$ cat config.mk
export PLATFORM = sky130hd
export DESIGN_NAME = serdes_tx_scheduler
export DESIGN_NICKNAME = d
export VERILOG_FILES = /design/src/rtl/serdes_tx_scheduler.sv
export SDC_FILE = /design/constraint.sdc
export NUM_CORES = 1
export LEC_CHECK = 0
export BUFFER_PORTS_ARGS = -buffer_cell sky130_fd_sc_hd__buf_4
export CORE_ASPECT_RATIO = 1.2
export CORE_MARGIN = 4
export CORE_UTILIZATION = 46
export CTS_BUF_LIST = sky130_fd_sc_hd__clkbuf_8
export DETAILED_ROUTE_END_ITERATION = 10
export GPL_TIMING_DRIVEN = 0
export PLACE_DENSITY = 0.89
export SKIP_CTS_REPAIR_TIMING = 1
export SYNTH_ARGS = -nofsm -noshare
export SYNTH_HDL_FRONTEND = slang
export SYNTH_SLANG_ARGS = --single-unit
$ cat constraint.sdc
create_clock -name clk -period 1.76 [get_ports clk]
set_clock_uncertainty 0.2 [all_clocks]
set_input_delay 0.352 -clock clk [delete_from_list [all_inputs] [get_ports clk]]
set_output_delay 0.352 -clock clk [all_outputs]
set_load 0.005 [all_outputs]
$ cat src/rtl/serdes_tx_scheduler.sv
// Serializer transmit slot scheduler: brings the link up with a run of comma
// symbols, then fills each fixed-length symbol slot with either an idle symbol
// or a granted data/control symbol chosen by round-robin on slot boundaries.
module serdes_tx_scheduler #(
    parameter int unsigned SLOT_CYCLES = 11,
    parameter int unsigned SYNC_SYMS   = 4,
    parameter logic [9:0]  IDLE_SYM    = 10'h17C
) (
    input  logic       clk,
    input  logic       reset,
    input  logic       enable,
    input  logic       data_req,
    input  logic [9:0] data_sym,
    input  logic       ctrl_req,
    input  logic [9:0] ctrl_sym,
    output logic       data_gnt,
    output logic       ctrl_gnt,
    output logic [9:0] ser_data,
    output logic       ser_valid,
    output logic       slot_start,
    output logic       link_up
);

    localparam int unsigned CW = (SLOT_CYCLES > 1) ? $clog2(SLOT_CYCLES) : 1;
    localparam int unsigned SW = (SYNC_SYMS > 1) ? $clog2(SYNC_SYMS) : 1;
    localparam logic [CW-1:0] CNT_LAST  = CW'(SLOT_CYCLES - 1);
    localparam logic [SW-1:0] SYNC_LAST = SW'(SYNC_SYMS - 1);

    typedef enum logic [1:0] {
        ST_DISABLED = 2'd0,
        ST_SYNC     = 2'd1,
        ST_RUN      = 2'd2
    } state_t;

    state_t        state_q, state_d;
    logic [CW-1:0] cnt_q, cnt_d;
    logic [SW-1:0] sync_q, sync_d;
    logic [9:0]    sym_q, sym_d;
    logic          valid_q, valid_d;
    logic          last_ctrl_q, last_ctrl_d;   // 1 = control held the last grant

    logic boundary;
    logic pick_ctrl;
    logic pick_data;

    assign boundary  = valid_q && (cnt_q == CNT_LAST);
    // On a tie the requester that did not win last time is chosen.
    assign pick_ctrl = ctrl_req && (!data_req || !last_ctrl_q);
    assign pick_data = data_req && !pick_ctrl;

    // Next-state, slot counter, symbol selection and grant pulses.
    always_comb begin
        state_d     = state_q;
        cnt_d       = cnt_q;
        sync_d      = sync_q;
        sym_d       = sym_q;
        valid_d     = valid_q;
        last_ctrl_d = last_ctrl_q;
        data_gnt    = 1'b0;
        ctrl_gnt    = 1'b0;

        if (valid_q) begin
            cnt_d = boundary ? '0 : cnt_q + 1'b1;
        end

        case (state_q)
            ST_DISABLED: begin
                cnt_d = '0;
                if (enable) begin
                    state_d = ST_SYNC;
                    valid_d = 1'b1;
                    sync_d  = '0;
                    sym_d   = IDLE_SYM;
                end
            end
            ST_SYNC: begin
                if (boundary) begin
                    sym_d = IDLE_SYM;
                    if (!enable) begin
                        state_d = ST_DISABLED;
                        valid_d = 1'b0;
                    end else if (sync_q == SYNC_LAST) begin
                        state_d = ST_RUN;
                        sync_d  = '0;
                    end else begin
                        sync_d = sync_q + 1'b1;
                    end
                end
            end
            ST_RUN: begin
                if (boundary) begin
                    if (!enable) begin
                        state_d = ST_DISABLED;
                        valid_d = 1'b0;
                        sym_d   = IDLE_SYM;
                    end else if (pick_ctrl) begin
                        ctrl_gnt    = 1'b1;
                        sym_d       = ctrl_sym;
                        last_ctrl_d = 1'b1;
                    end else if (pick_data) begin
                        data_gnt    = 1'b1;
                        sym_d       = data_sym;
                        last_ctrl_d = 1'b0;
                    end else begin
                        sym_d = IDLE_SYM;
                    end
                end
            end
            default: begin
                state_d = ST_DISABLED;
                valid_d = 1'b0;
                cnt_d   = '0;
                sym_d   = IDLE_SYM;
            end
        endcase
    end

    // State register with asynchronous reset to the idle, link-down condition.
    always_ff @(posedge clk or posedge reset) begin
        if (reset) begin
            state_q     <= ST_DISABLED;
            cnt_q       <= '0;
            sync_q      <= '0;
            sym_q       <= IDLE_SYM;
            valid_q     <= 1'b0;
            last_ctrl_q <= 1'b0;
        end else begin
            state_q     <= state_d;
            cnt_q       <= cnt_d;
            sync_q      <= sync_d;
            sym_q       <= sym_d;
            valid_q     <= valid_d;
            last_ctrl_q <= last_ctrl_d;
        end
    end

    assign ser_data   = sym_q;
    assign ser_valid  = valid_q;
    assign slot_start = valid_q && (cnt_q == '0);
    assign link_up    = (state_q == ST_RUN);

endmodule
# [Yosys cells after proc, flatten, opt, wreduce, memory -nomap -nowiden]
# Index checks and enable logic that the tools add are counted.
[word_totals] reg_bits=20 input_bits=25 out_inout_bits=15 word_cells=76
[classes] addsub=2 eq_ne=13 muxes=37 n_reduce_logical=18
[op_table] operator="$mux W10" n=6
[op_table] operator="$pmux W10 S3" n=1
[op_table] operator="$mux W2" n=10
[op_table] operator="$mux W1" n=14
[op_table] operator="$mux W4" n=3
[op_table] operator="$ne A2 B2 Y1 const B" n=5
[op_table] operator="$reduce_and A4 Y1" n=2
[op_table] operator="$ne A2 B1 Y1 const B" n=3
[op_table] operator="$pmux W2 S3" n=1
[op_table] operator="$reduce_and A3 Y1" n=2
[op_table] operator="$reduce_and A5 Y1" n=1
[op_table] operator="$add A4 B1 Y4 const B" n=1
[op_table] operator="$eq A2 B2 Y1 const B" n=2
[op_table] operator="$eq A4 B4 Y1 const B" n=1
[op_table] operator="$logic_and A1 B1 Y1" n=4
[op_table] operator="$logic_not A4 Y1" n=1
[op_table] operator="$pmux W2 S2" n=1
[op_table] operator="$reduce_bool A2 Y1" n=2
[op_table] operator="$logic_not A1 Y1" n=3
[op_table] operator="$ne A3 B3 Y1 const B" n=1
[op_table] operator="$add A2 B1 Y2 const B" n=1
[op_table] operator="$eq A2 B1 Y1 const B" n=1
[op_table] operator="$logic_not A2 Y1" n=1
[op_table] operator="$pmux W1 S2" n=1
[op_table] operator="other kinds (2)" n=2

# [Logic depth before layout (Yosys ltp)]
# Gate-level depths: netlist of the first run.
[logic_depth] ltp_word=10 depth_mapped=8 depth_no_buf=7

# [Worst setup path after synthesis of the first run]
# Ideal clock, no wire load.
[synth_timing] kind="reg2reg" from="register cnt_q[0]" to="register sym_q[9] (netlist: ser_data[9])" t_arrival_ns=1.505 path_slack_ns=-0.072 stages_incl_launch_ff=9 synth_period_minus_slack_ns=1.832 cell_sequence="dfrtp_1 -> inv_1 -> ha_1 -> and4b_1 -> buf_6 -> nand4_4 -> inv_4 -> a222oi_1 -> inv_1"
[synth_via] elab_chain_cells=4
[synth_lines] element="start: declaration" line_no="36" rtl="logic [CW-1:0] cnt_q, cnt_d;"
[synth_lines] element="start signal: assignment" line_no="129" rtl="cnt_q <= cnt_d;"
[synth_lines] element="$eq A4 B4 Y1 *" line_no="46" rtl="assign boundary = valid_q && (cnt_q == CNT_LAST);"
[synth_lines] element="$logic_and A1 B1 Y1 *" line_no="46"
[synth_lines] element="$ne A2 B2 Y1 (no source line) or $ne A2 B1 Y1 (tied branches)"
[synth_lines] element="$reduce_and A3 Y1 (no source line) *"
[synth_lines] element="end signal: assignment" line_no="131" rtl="sym_q <= sym_d;"
[synth_lines] element="end: declaration" line_no="38" rtl="logic [9:0] sym_q, sym_d;"
# Mark *: on every way between the ends. The rest lies on a longest branch, timed or not.
# A chain may end at the register's enable or synchronous reset.

# [Worst setup path in the final report of the first run]
[layout_timing] from="register cnt_q[0]" to="output port ctrl_gnt"
[layout_via] elab_chain_cells=4
[layout_lines] element="$eq A4 B4 Y1" line_no="46"
[layout_lines] element="$logic_and A1 B1 Y1" line_no="46"
[layout_lines] element="$mux W1" line_no="91" rtl="if (boundary) begin"
[layout_lines] element="$mux W1" line_no="66" rtl="case (state_q)"
[layout_lines] element="end: declaration" line_no="17" rtl="output logic ctrl_gnt,"
# No other way between the ends.

==> flow_metrics.tcl, run 1 <==
set metrics [dict create \
    outcome "finished with violations" \
    violations "negative setup slack" \
    cp-start-kind "register" \
    drive_gt1_share_pct 48.2 \
    num-fill-cells 164 \
    overflow 0 \
    cts.path.max_buffers 2 \
    drt-total-wl_mm 3.06 \
    num_rows 19 \
    seqPwrFrac_pct 55.2 \
    track_usage_pct 17.9 \
    tightest_slew_ns 0.766 \
    htreeDepth 1 \
    synthDistinctLibCells 33 \
    crit_path_max_incr_delay_ns 0.43 \
    dp_slack_ns -0.322 \
    die_area_mm2 0.00330 \
    fp.dieW_um 53.1 \
    initialDrtViolationCount 29 \
    cts_num_sinks 20 \
    gp_congestion 0.784 \
    drtAntennaViolNets 0 \
    cp_slowest_cell "dfrtp_2" \
    final_cell_area_mm2 0.00168 \
    endpoint_kind "output pin" \
    clkLatencyLatePin_ns 0.26 \
    power_density_mw_per_mm2 496 \
    p_int_uw 651 \
    switching_share_pct 21.8 \
    drc 0 \
    cts_inserted_buffers 3 \
    syn_area_per_cell_um2 9.61 \
    finalSetupViolCount 15 \
    synthDominantCellAreaShare_pct 31.1 \
    crit_family "flip-flops" \
    cts_root_buffer "clkbuf_8" \
    num_vias 1058 \
    finalCriticalPeriod_ns 2.06 \
    hold_viol 0 \
    worst-path-max-fanout 4 \
    syn-num-nets 149 \
    yosysWarnings 0 \
    cp_num_buf_inv 4 \
    firstDrtPassIters 4 \
    synthTopCellsByArea "dfrtp_1 (31%), dfstp_2 (14%), ha_1 (7.8%)" \
    synth_seq_cells 20 \
    fin_crit_sh_pct 117 \
    grt_max_degree 21 \
    post_dp_cell_area_mm2 0.00147 \
    clockPowerShare_pct 37.3 \
    rsz0062_at_grt "true" \
    synth_top_area_cell "dfrtp_1" \
    seq_area_um2 510 \
    routedWlPerCell_um 15.2 \
    antennaDiodeCount 0 \
    viasPerCell 5.26 \
    crit_arrival_ns 1.50 \
    cts_tree "done" \
    path_cells "inv_2 -> ha_4 -> and4b_1 -> buf_6 -> nand4_4 -> inv_4 -> buf_6" \
    syn_inst 117 \
    pwr-share-comb_pct 7.5 \
    final_util_pct 72.8 \
    clk_pin_slew_ns 0.08 \
    hold_class "in2async" \
    p_sw_uw 181 \
    antenna_found_initial 0 \
    grt_pass1_vias 1094 \
    timing.hold.ws_ns 0.0231 \
    io_pins 40 \
    critPathRequiredTime_ns 1.21 \
    multi_input_area_um2 636 \
    vdd_ir_drop_max_mv 0.608 \
    nNetsFinal 203 \
    cap_violations 0 \
    syn_area_mm2 0.00112 \
    crit_type "reg2out" \
    timing.final.ws_setup_ns -0.297 \
    max_freq_mhz 486 \
    slew_headroom_pct 48.9 \
    grt_pass1_wl_mm 4.56 \
    die_h_um 62.2 \
    slew_viol_final 0 \
    start_util_pct 48.8 \
    area_delta_synth_final_pct 49.3 \
    hpwl_mm 2.19 \
    seq_area_frac_synth_pct 45.2 \
    io_buffers 39 \
    core_mm2 0.00231 \
    p_leak_uw 0.000883 \
    path_common_cell "buf_6" \
]
==> state kept, by name (all words and copies together), names as in the netlist <==
| signal | flops |
|---|---|
| state_q | 2 |
| ser_valid | 1 |
| sync_q | 2 |
| ser_data | 10 |
| last_ctrl_q | 1 |
| cnt_q | 4 |
==> placed cells by master (no fill, tap or decap), drive strengths merged, types with 2 or more instances in the layout <==
master  synthesis  final
a21oi           3      3
a22o            2      2
a22oi           3      3
buf             3     52
clkbuf          0      3
dfrtp          14     14
dfstp           6      6
ha              7      7
inv            11     12
mux2i           3      3
nand2          16     16
nand2b          2      2
nand3           2      2
nand4           3      3
nor2           18     18
nor3            3      3
o21ai           2      2
o22ai           7      7
xor2            2      2
==> area by class of cell <==
| cell class | instances | area share [%] |
|---|---|---|
| Tap cell | 31 | 2.31 |
| Clock buffer | 3 | 2.46 |
| Sequential cell | 20 | 30.4 |
| Inverter | 11 | 2.76 |
| Multi-Input combinational cell | 83 | 37.9 |
| Buffer | 3 | 1.64 |
| Timing Repair Buffer | 49 | 22.4 |
| Clock inverter | 1 | 0.224 |
==> cell families after synthesis <==
| group | after synthesis | share of synthesized area [%] |
|---|---|---|
| multiplexers | 3 | 2.67 |
| AND/OR/NAND/NOR | 49 | 22.7 |
| flip-flops | 20 | 45.2 |
| XOR/XNOR | 2 | 1.56 |
| buffers and inverters | 14 | 6.34 |
| adder cells (fa/ha/maj) | 7 | 7.79 |
| AO/OA/AOI/OAI | 22 | 13.8 |
==> cells in the mapped netlist, drive strengths merged <==
| cell type | n |
|---|---|
| a211oi | 1 |
| ha | 7 |
| o22ai | 7 |
| mux2i | 3 |
| inv | 11 |
| xor2 | 2 |
| nand4b | 1 |
| nor3 | 3 |
| dfrtp | 14 |
| nand3 | 2 |
| o21ai | 2 |
| nand2 | 16 |
| a22oi | 3 |
| o31ai | 1 |
| a21oi | 3 |
| a222oi | 1 |
| dfstp | 6 |
| or3 | 1 |
| and4b | 1 |
| nor2 | 18 |
| buf | 3 |
| and2 | 1 |
| nand4 | 3 |
| and4bb | 1 |
| nand2b | 2 |
| a22o | 2 |
| a31oi | 1 |
| a2bb2oi | 1 |
==> power groups by stage <==
stage | logic (uW) | clock network, uW | registers, uW
6_report | 62.4 | 310 | 460
5_1_grt | 68.3 | 333 | 460
4_1_cts | 60.6 | 312 | 460
3_5_place_dp | 60.3 | 0 | 468
3_3_place_gp | 58.9 | 0 | 468
2_1_floorplan | 13.3 | 0 | 468
==> routing by layer <==
layer / GRT usage [%] / up-vias / share of wire [%]
li1: - / 514 / -
met1: 19.5 / 515 / 40
met2: 34.0 / 24 / 56
met3: 1.44 / 5 / 2.7
met4: 6.71 / 0 / 1.3
met5: 0 / - / 0
==> final timing paths <==
path,startpoint,end,depth (start not counted),slack [ns]
setup / recovery,cnt_q[0]$_DFFE_PP0P_,ctrl_gnt,7,-0.30
hold / removal,reset,ser_valid$_DFFE_PP0P_,2,0.02
setup reg to reg,cnt_q[0]$_DFFE_PP0P_,ser_data[9]$_DFFE_PP0P_,8,-0.17
hold reg to reg,ser_data[2]$_DFFE_PP1P_,ser_data[2]$_DFFE_PP1P_,2,0.31
max in group asynchronous,reset,cnt_q[0]$_DFFE_PP0P_,2,0.80
min in group clk,ctrl_sym[0],ser_data[0]$_DFFE_PP0P_,3,0.08
==> through the flow <==
stage	total power (uW)	setup TNS, ns	instances
6_report	833	-1.69	201
5_1_grt	861	-3.26	201
4_1_cts	832	-2.79	191
3_5_place_dp	529	-1.95	187
3_3_place_gp	527	-0.979	187
2_1_floorplan	482	-0.00559	117
Power figures use the tool's default switching activity.
==> inputs of run 2 (changes only) <==
- ABC_AREA: default -> 1
- CELL_PAD_IN_SITES_DETAIL_PLACEMENT: default -> 0
- CELL_PAD_IN_SITES_GLOBAL_PLACEMENT: default -> 1
- CORE_UTILIZATION: 46 -> 33
==> run 2 against run 1 <==
The run still ends with negative setup slack left. Non-clock buffer count shrank 4. Combinational power increased to 12 times the previous value. Core utilization decreased by 25 points. Sequential share of layout area decreased by 1.7 points. Clock power down 9.0%. First-iteration DRC count is 14% lower. Critical path depth rose by 3.
==> flow_metrics.tcl, run 2 <==
set metrics [dict create \
    outcome "finished with violations" \
    violations "negative setup slack" \
    largest_reg_flops 10 \
    syn-num-nets 220 \
    nNetsFinal 269 \
    fp.dieW_um 64.9 \
    synth_most_common_cell "nand2_1" \
    p_int_uw 1010 \
    syn_area_per_cell_um2 6.83 \
    drtAntennaViolNets 0 \
    die_h_um 76.3 \
    antennaDiodeCount 0 \
    ff2ff_path_depth 11 \
    hold_class "in2async" \
    core_mm2 0.00369 \
    synth_edf_count 0 \
    vdd_ir_drop_max_mv 0.363 \
    r2r-start "cnt_q[0]$_DFFE_PP0P_" \
    synthArstFlopShare_pct 100 \
    crit_arrival_ns 1.52 \
    synthTopCellsByArea "dfrtp_1 (27%), nand2_1 (22%), dfstp_2 (12%)" \
    slew_viol_final 0 \
    post_dp_cell_area_mm2 0.00164 \
    drt-total-wl_mm 2.55 \
    timing.final.ws_setup_ns -0.310 \
    syn_area_mm2 0.00128 \
    firstDrtPassIters 4 \
    crit_type "reg2out" \
    final_cell_mix "nand2_1 (73), buf_4 (43), inv_1 (36)" \
    syn_inst 188 \
    grt_max_degree 21 \
    gp_congestion 0.760 \
    pwr-share-comb_pct 46.2 \
    initialDrtViolationCount 25 \
    crit_family "buffers and inverters" \
    synth_top_area_cell "dfrtp_1" \
    routedWlPerCell_um 8.85 \
    final_cell_area_mm2 0.00177 \
    seqPwrFrac_pct 36.8 \
    viasPerCell 4.11 \
    cp_num_buf_inv 5 \
    cts_tree "done" \
    antenna_found_initial 0 \
    synth_seq_cells 20 \
    fin_crit_sh_pct 118 \
    io_pins 40 \
    p_sw_uw 646 \
    area_delta_synth_final_pct 37.7 \
    htreeDepth 1 \
    path_cells "inv_2 -> ha_4 -> nand2_2 -> inv_2 -> nand2_4 -> nor2_4 -> buf_6 -> nand2_4 -> inv_2 -> buf_6" \
    start_util_pct 34.8 \
    cts_num_sinks 20 \
    critPathRequiredTime_ns 1.21 \
    dp_slack_ns -0.192 \
    switching_share_pct 38.9 \
    cts_inserted_buffers 3 \
    finalCriticalPeriod_ns 2.07 \
    endpoint_kind "output pin" \
    drc 0 \
    mostFrequentLayoutCell "nand2_1" \
    cp-start-kind "register" \
    synthDistinctLibCells 22 \
    worstReg2RegEnd "last_ctrl_q$_DFFE_PP0P_" \
    cp_slowest_cell "dfrtp_1" \
    synth-main-ff-cell "dfrtp_1" \
    rsz0062_at_grt "true" \
    hpwl_mm 2.10 \
    r2r_slack_ns 0.06 \
    power_density_mw_per_mm2 940 \
    grt_pass1_vias 1177 \
    clk_pin_slew_ns 0.07 \
    seq_area_frac_synth_pct 39.6 \
    slew_headroom_pct 53.2 \
    p_leak_uw 0.00107 \
    num-fill-cells 391 \
    die_area_mm2 0.00496 \
    max_freq_mhz 483 \
    cap_violations 0 \
    io_buffers 39 \
    clkLatencyLatePin_ns 0.25 \
    clockPowerShare_pct 17.0 \
    drive_gt1_share_pct 30.9 \
    path_common_cell "inv_2" \
    timing.hold.ws_ns 0.0138 \
    num_rows 24 \
    cts_root_buffer "clkbuf_8" \
    worst-path-max-fanout 4 \
    synthDominantCellAreaShare_pct 27.3 \
    yosysWarnings 0 \
    yosys-top-cells-count "nand2_1 (75), inv_1 (38), dfrtp_1 (14), nand3_1 (14), nor2_1 (10)" \
    hold_viol 0 \
    finalSetupViolCount 3 \
    crit_path_max_incr_delay_ns 0.41 \
    cts.path.max_buffers 2 \
    overflow 0 \
    track_usage_pct 11.1 \
    tightest_slew_ns 0.701 \
    num_vias 1185 \
    grt_pass1_wl_mm 4.60 \
]
==> run 2: per-stage QoR <==
step                std cells  power, uW  setup TNS [ns]  util, %
floorplan                 188       1100               0        -
global placement          279       1310          -0.258     44.4
detailed placement        279       1320          -0.269     44.4
CTS                       283       1610          -0.875     45.7
global route              288       1830           -1.09     47.9
finish                    288       1660          -0.800     47.9
==> run 2: logic make-up (layout without fill, tap and decap cells) <==
kind of cell / after synthesis / count (layout) / share of synthesized area, %
buffers and inverters: 43 / 91 / 13.4
and+or+nand+nor: 112 / 112 / 37.6
AOI/OAI and AO/OA: 5 / 5 / 1.95
xor gates and xnor gates: 1 / 1 / 0.682
DFF: 20 / 20 / 39.6
adders and majority gates: 7 / 7 / 6.82
==> run 2: how the worst max path moves through the flow <==
| stage | startpoint | end | depth (start not counted) |
|---|---|---|---|
| final | cnt_q[0]$_DFFE_PP0P_ | ctrl_gnt | 10 |
| after global routing | cnt_q[0]$_DFFE_PP0P_ | ctrl_gnt | 10 |
| after CTS | cnt_q[0]$_DFFE_PP0P_ | ctrl_gnt | 10 |
| after detailed placement | cnt_q[0]$_DFFE_PP0P_ | ctrl_gnt | 10 |
| after global placement | cnt_q[0]$_DFFE_PP0P_ | ctrl_gnt | 10 |
| after floorplan | cnt_q[0]$_DFFE_PP0P_ | ctrl_gnt | 9 |
==> run 2: metal layers <==
| metal | vias up | track usage (%) | share of wire, % |
|---|---|---|---|
| met5 | - | 0 | 0 |
| met4 | 0 | 2.54 | 0.43 |
| met3 | 2 | 3.24 | 7.1 |
| met2 | 32 | 19.9 | 49 |
| met1 | 496 | 12.8 | 44 |
| li1 | 655 | - | - |
==> run 2: final cells by class <==
type | instances | area, um2 | area share, %
tap | 52 | 65.1 | 3.68
timing repair buffer | 44 | 334 | 18.9
sequential | 20 | 508 | 28.7
multi-input combinational | 125 | 644 | 36.4
clock inverter | 1 | 3.75 | 0.212
buffer | 4 | 25.0 | 1.42
clock buffer | 3 | 41.3 | 2.34
inverter | 39 | 146 | 8.28
==> run 2: power groups by stage <==
stage	Clock [uW]	Sequential [uW]	Combinational (uW)
after floorplan	0	599	501
after global placement	0	610	696
after detailed placement	0	611	707
after CTS	297	602	709
after global routing	311	625	899
final	282	610	768
==> run 2: worst register-to-register path, delay by kind of cell, from the launching register on <==
| kind | cells | cell delay, ns |
|---|---|---|
| flip-flops | 1 | 0.41 |
| AND/OR/NAND/NOR | 6 | 0.42 |
| buffers and inverters | 4 | 0.43 |
| adder cells (fa/ha/maj) | 1 | 0.14 |
==> inputs of run 3 (changes only) <==
- PLACE_DENSITY: 0.89 -> default
- PLACE_DENSITY_LB_ADDON: default -> 0.2
==> run 3 against run 2 <==
The flow still finishes with violations (negative setup slack). Die area did not move. Flip-flop and latch count unchanged. Clock power is 22% higher. Global-route usage up 1.1 points. Via count is the same.
==> flow_metrics.tcl, run 3 (synthesis gave the netlist of run 2 again) <==
set metrics [dict create \
    outcome "finished with violations" \
    violations "negative setup slack" \
    cp-start-kind "register" \
    largest_reg_flops 10 \
    htreeDepth 1 \
    r2r-start "cnt_q[0]$_DFFE_PP0P_" \
    firstDrtPassIters 4 \
    cp_slowest_cell "dfrtp_1" \
    finalCriticalPeriod_ns 2.08 \
    seq_area_um2 508 \
    drc 0 \
    timing.hold.ws_ns 0.0317 \
    critPathRequiredTime_ns 1.21 \
    r2r_slack_ns 0.11 \
    vdd_ir_drop_max_mv 0.308 \
    hold_class "in2async" \
    rsz0062_at_grt "true" \
    antennaDiodeCount 0 \
    ff2ff_path_depth 11 \
    max_freq_mhz 481 \
    hold_viol 0 \
    grt_pass1_vias 1215 \
    track_usage_pct 12.2 \
    cts_root_buffer "clkbuf_8" \
    worstReg2RegEnd "ser_data[5]$_DFFE_PP1P_" \
    power_density_mw_per_mm2 964 \
    fin_crit_sh_pct 118 \
    io_pins 40 \
    grt_max_degree 21 \
    cap_violations 0 \
    multi_input_area_um2 654 \
    num_vias 1185 \
    die_area_mm2 0.00496 \
    hpwl_mm 2.15 \
    drt-total-wl_mm 2.69 \
    die_h_um 76.3 \
    mostFrequentLayoutCell "nand2_1" \
    viasPerCell 4.10 \
    io_buffers 39 \
    antenna_found_initial 0 \
    cts_inserted_buffers 3 \
    cts.path.max_buffers 2 \
    start_util_pct 34.8 \
    nNetsFinal 270 \
    crit_arrival_ns 1.53 \
    slew_viol_final 0 \
    tns_ns -0.718 \
    gp_congestion 0.768 \
    grt_pass1_wl_mm 4.97 \
    num_rows 24 \
    tightest_slew_ns 0.760 \
    worst-path-max-fanout 4 \
    slew_headroom_pct 49.3 \
    overflow 0 \
    cts_tree "done" \
    totalPowerFinal_uw 1730 \
    core_mm2 0.00369 \
    path_cells "inv_2 -> ha_4 -> nand2_2 -> inv_2 -> nand2_4 -> nor2_4 -> buf_6 -> nand2_4 -> inv_2 -> buf_6" \
    fp.dieW_um 64.9 \
    clkLatencyLatePin_ns 0.25 \
    initialDrtViolationCount 45 \
    finalSetupViolCount 3 \
    clk_pin_slew_ns 0.07 \
    area_delta_synth_final_pct 39.9 \
    num-fill-cells 409 \
    crit_path_max_incr_delay_ns 0.41 \
    p_leak_uw 0.00108 \
    drtAntennaViolNets 0 \
    endpoint_kind "output pin" \
    crit_type "reg2out" \
    cts_num_sinks 20 \
    routedWlPerCell_um 9.32 \
    path_common_cell "inv_2" \
    timing.final.ws_setup_ns -0.318 \
    drive_gt1_share_pct 32.5 \
    final_cell_mix "nand2_1 (73), buf_4 (44), inv_1 (35)" \
]
run 3: through the flow:
| stage | utilization [%] | setup slack (ns) | instance area [um2] | std cells |
|---|---|---|---|---|
| 3_5_place_dp | 44.4 | -0.185 | 1640 | 279 |
| 2_1_floorplan | - | 0.0496 | 1280 | 188 |
| 3_3_place_gp | 44.4 | -0.199 | 1640 | 279 |
| 5_1_grt | 48.6 | -0.426 | 1800 | 289 |
| 6_report | 48.6 | -0.318 | 1800 | 289 |
| 4_1_cts | 45.9 | -0.479 | 1700 | 283 |
run 3: layout make-up:
type / count / share of cell area, %
plain buffers: 4 / 1.39
clock buffers: 4 / 3.07
inverters: 39 / 8.15
multi-input cells: 125 / 36.4
flip-flops and latches: 20 / 28.3
well taps: 52 / 3.62
repair buffers: 45 / 19.0
run 3: worst max-delay path by stage:
stage                    startpoint       end  slack, ns  depth (start not counted)
2_1_floorplan  cnt_q[0]$_DFFE_PP0P_  ctrl_gnt       0.05                          9
3_3_place_gp   cnt_q[0]$_DFFE_PP0P_  ctrl_gnt      -0.20                         10
3_5_place_dp   cnt_q[0]$_DFFE_PP0P_  ctrl_gnt      -0.18                         10
4_1_cts        cnt_q[0]$_DFFE_PP0P_  ctrl_gnt      -0.48                         10
5_1_grt        cnt_q[0]$_DFFE_PP0P_  ctrl_gnt      -0.43                         10
6_report       cnt_q[0]$_DFFE_PP0P_  ctrl_gnt      -0.32                         10
run 3: metal layers:
metal  GRT usage, %  vias up  share of wire (%)
li1               -      649                  -
met1           15.6      495                 45
met2           19.9       39                 48
met3           2.65        2                6.3
met4           4.86        0                1.0
met5              0        -                  0
run 3: critical path, delay by kind of cell (launching register included):
family,cells,cell delay [ns]
buf+inv,5,0.42
fa+ha+maj,1,0.13
flops,1,0.41
simple gates,4,0.29
run 3: report_power, final:
part | total [uW] | switching (uW) | internal, uW
Sequential | 616 | 82.3 | 533
Clock | 345 | 146 | 199
Combinational | 770 | 444 | 326
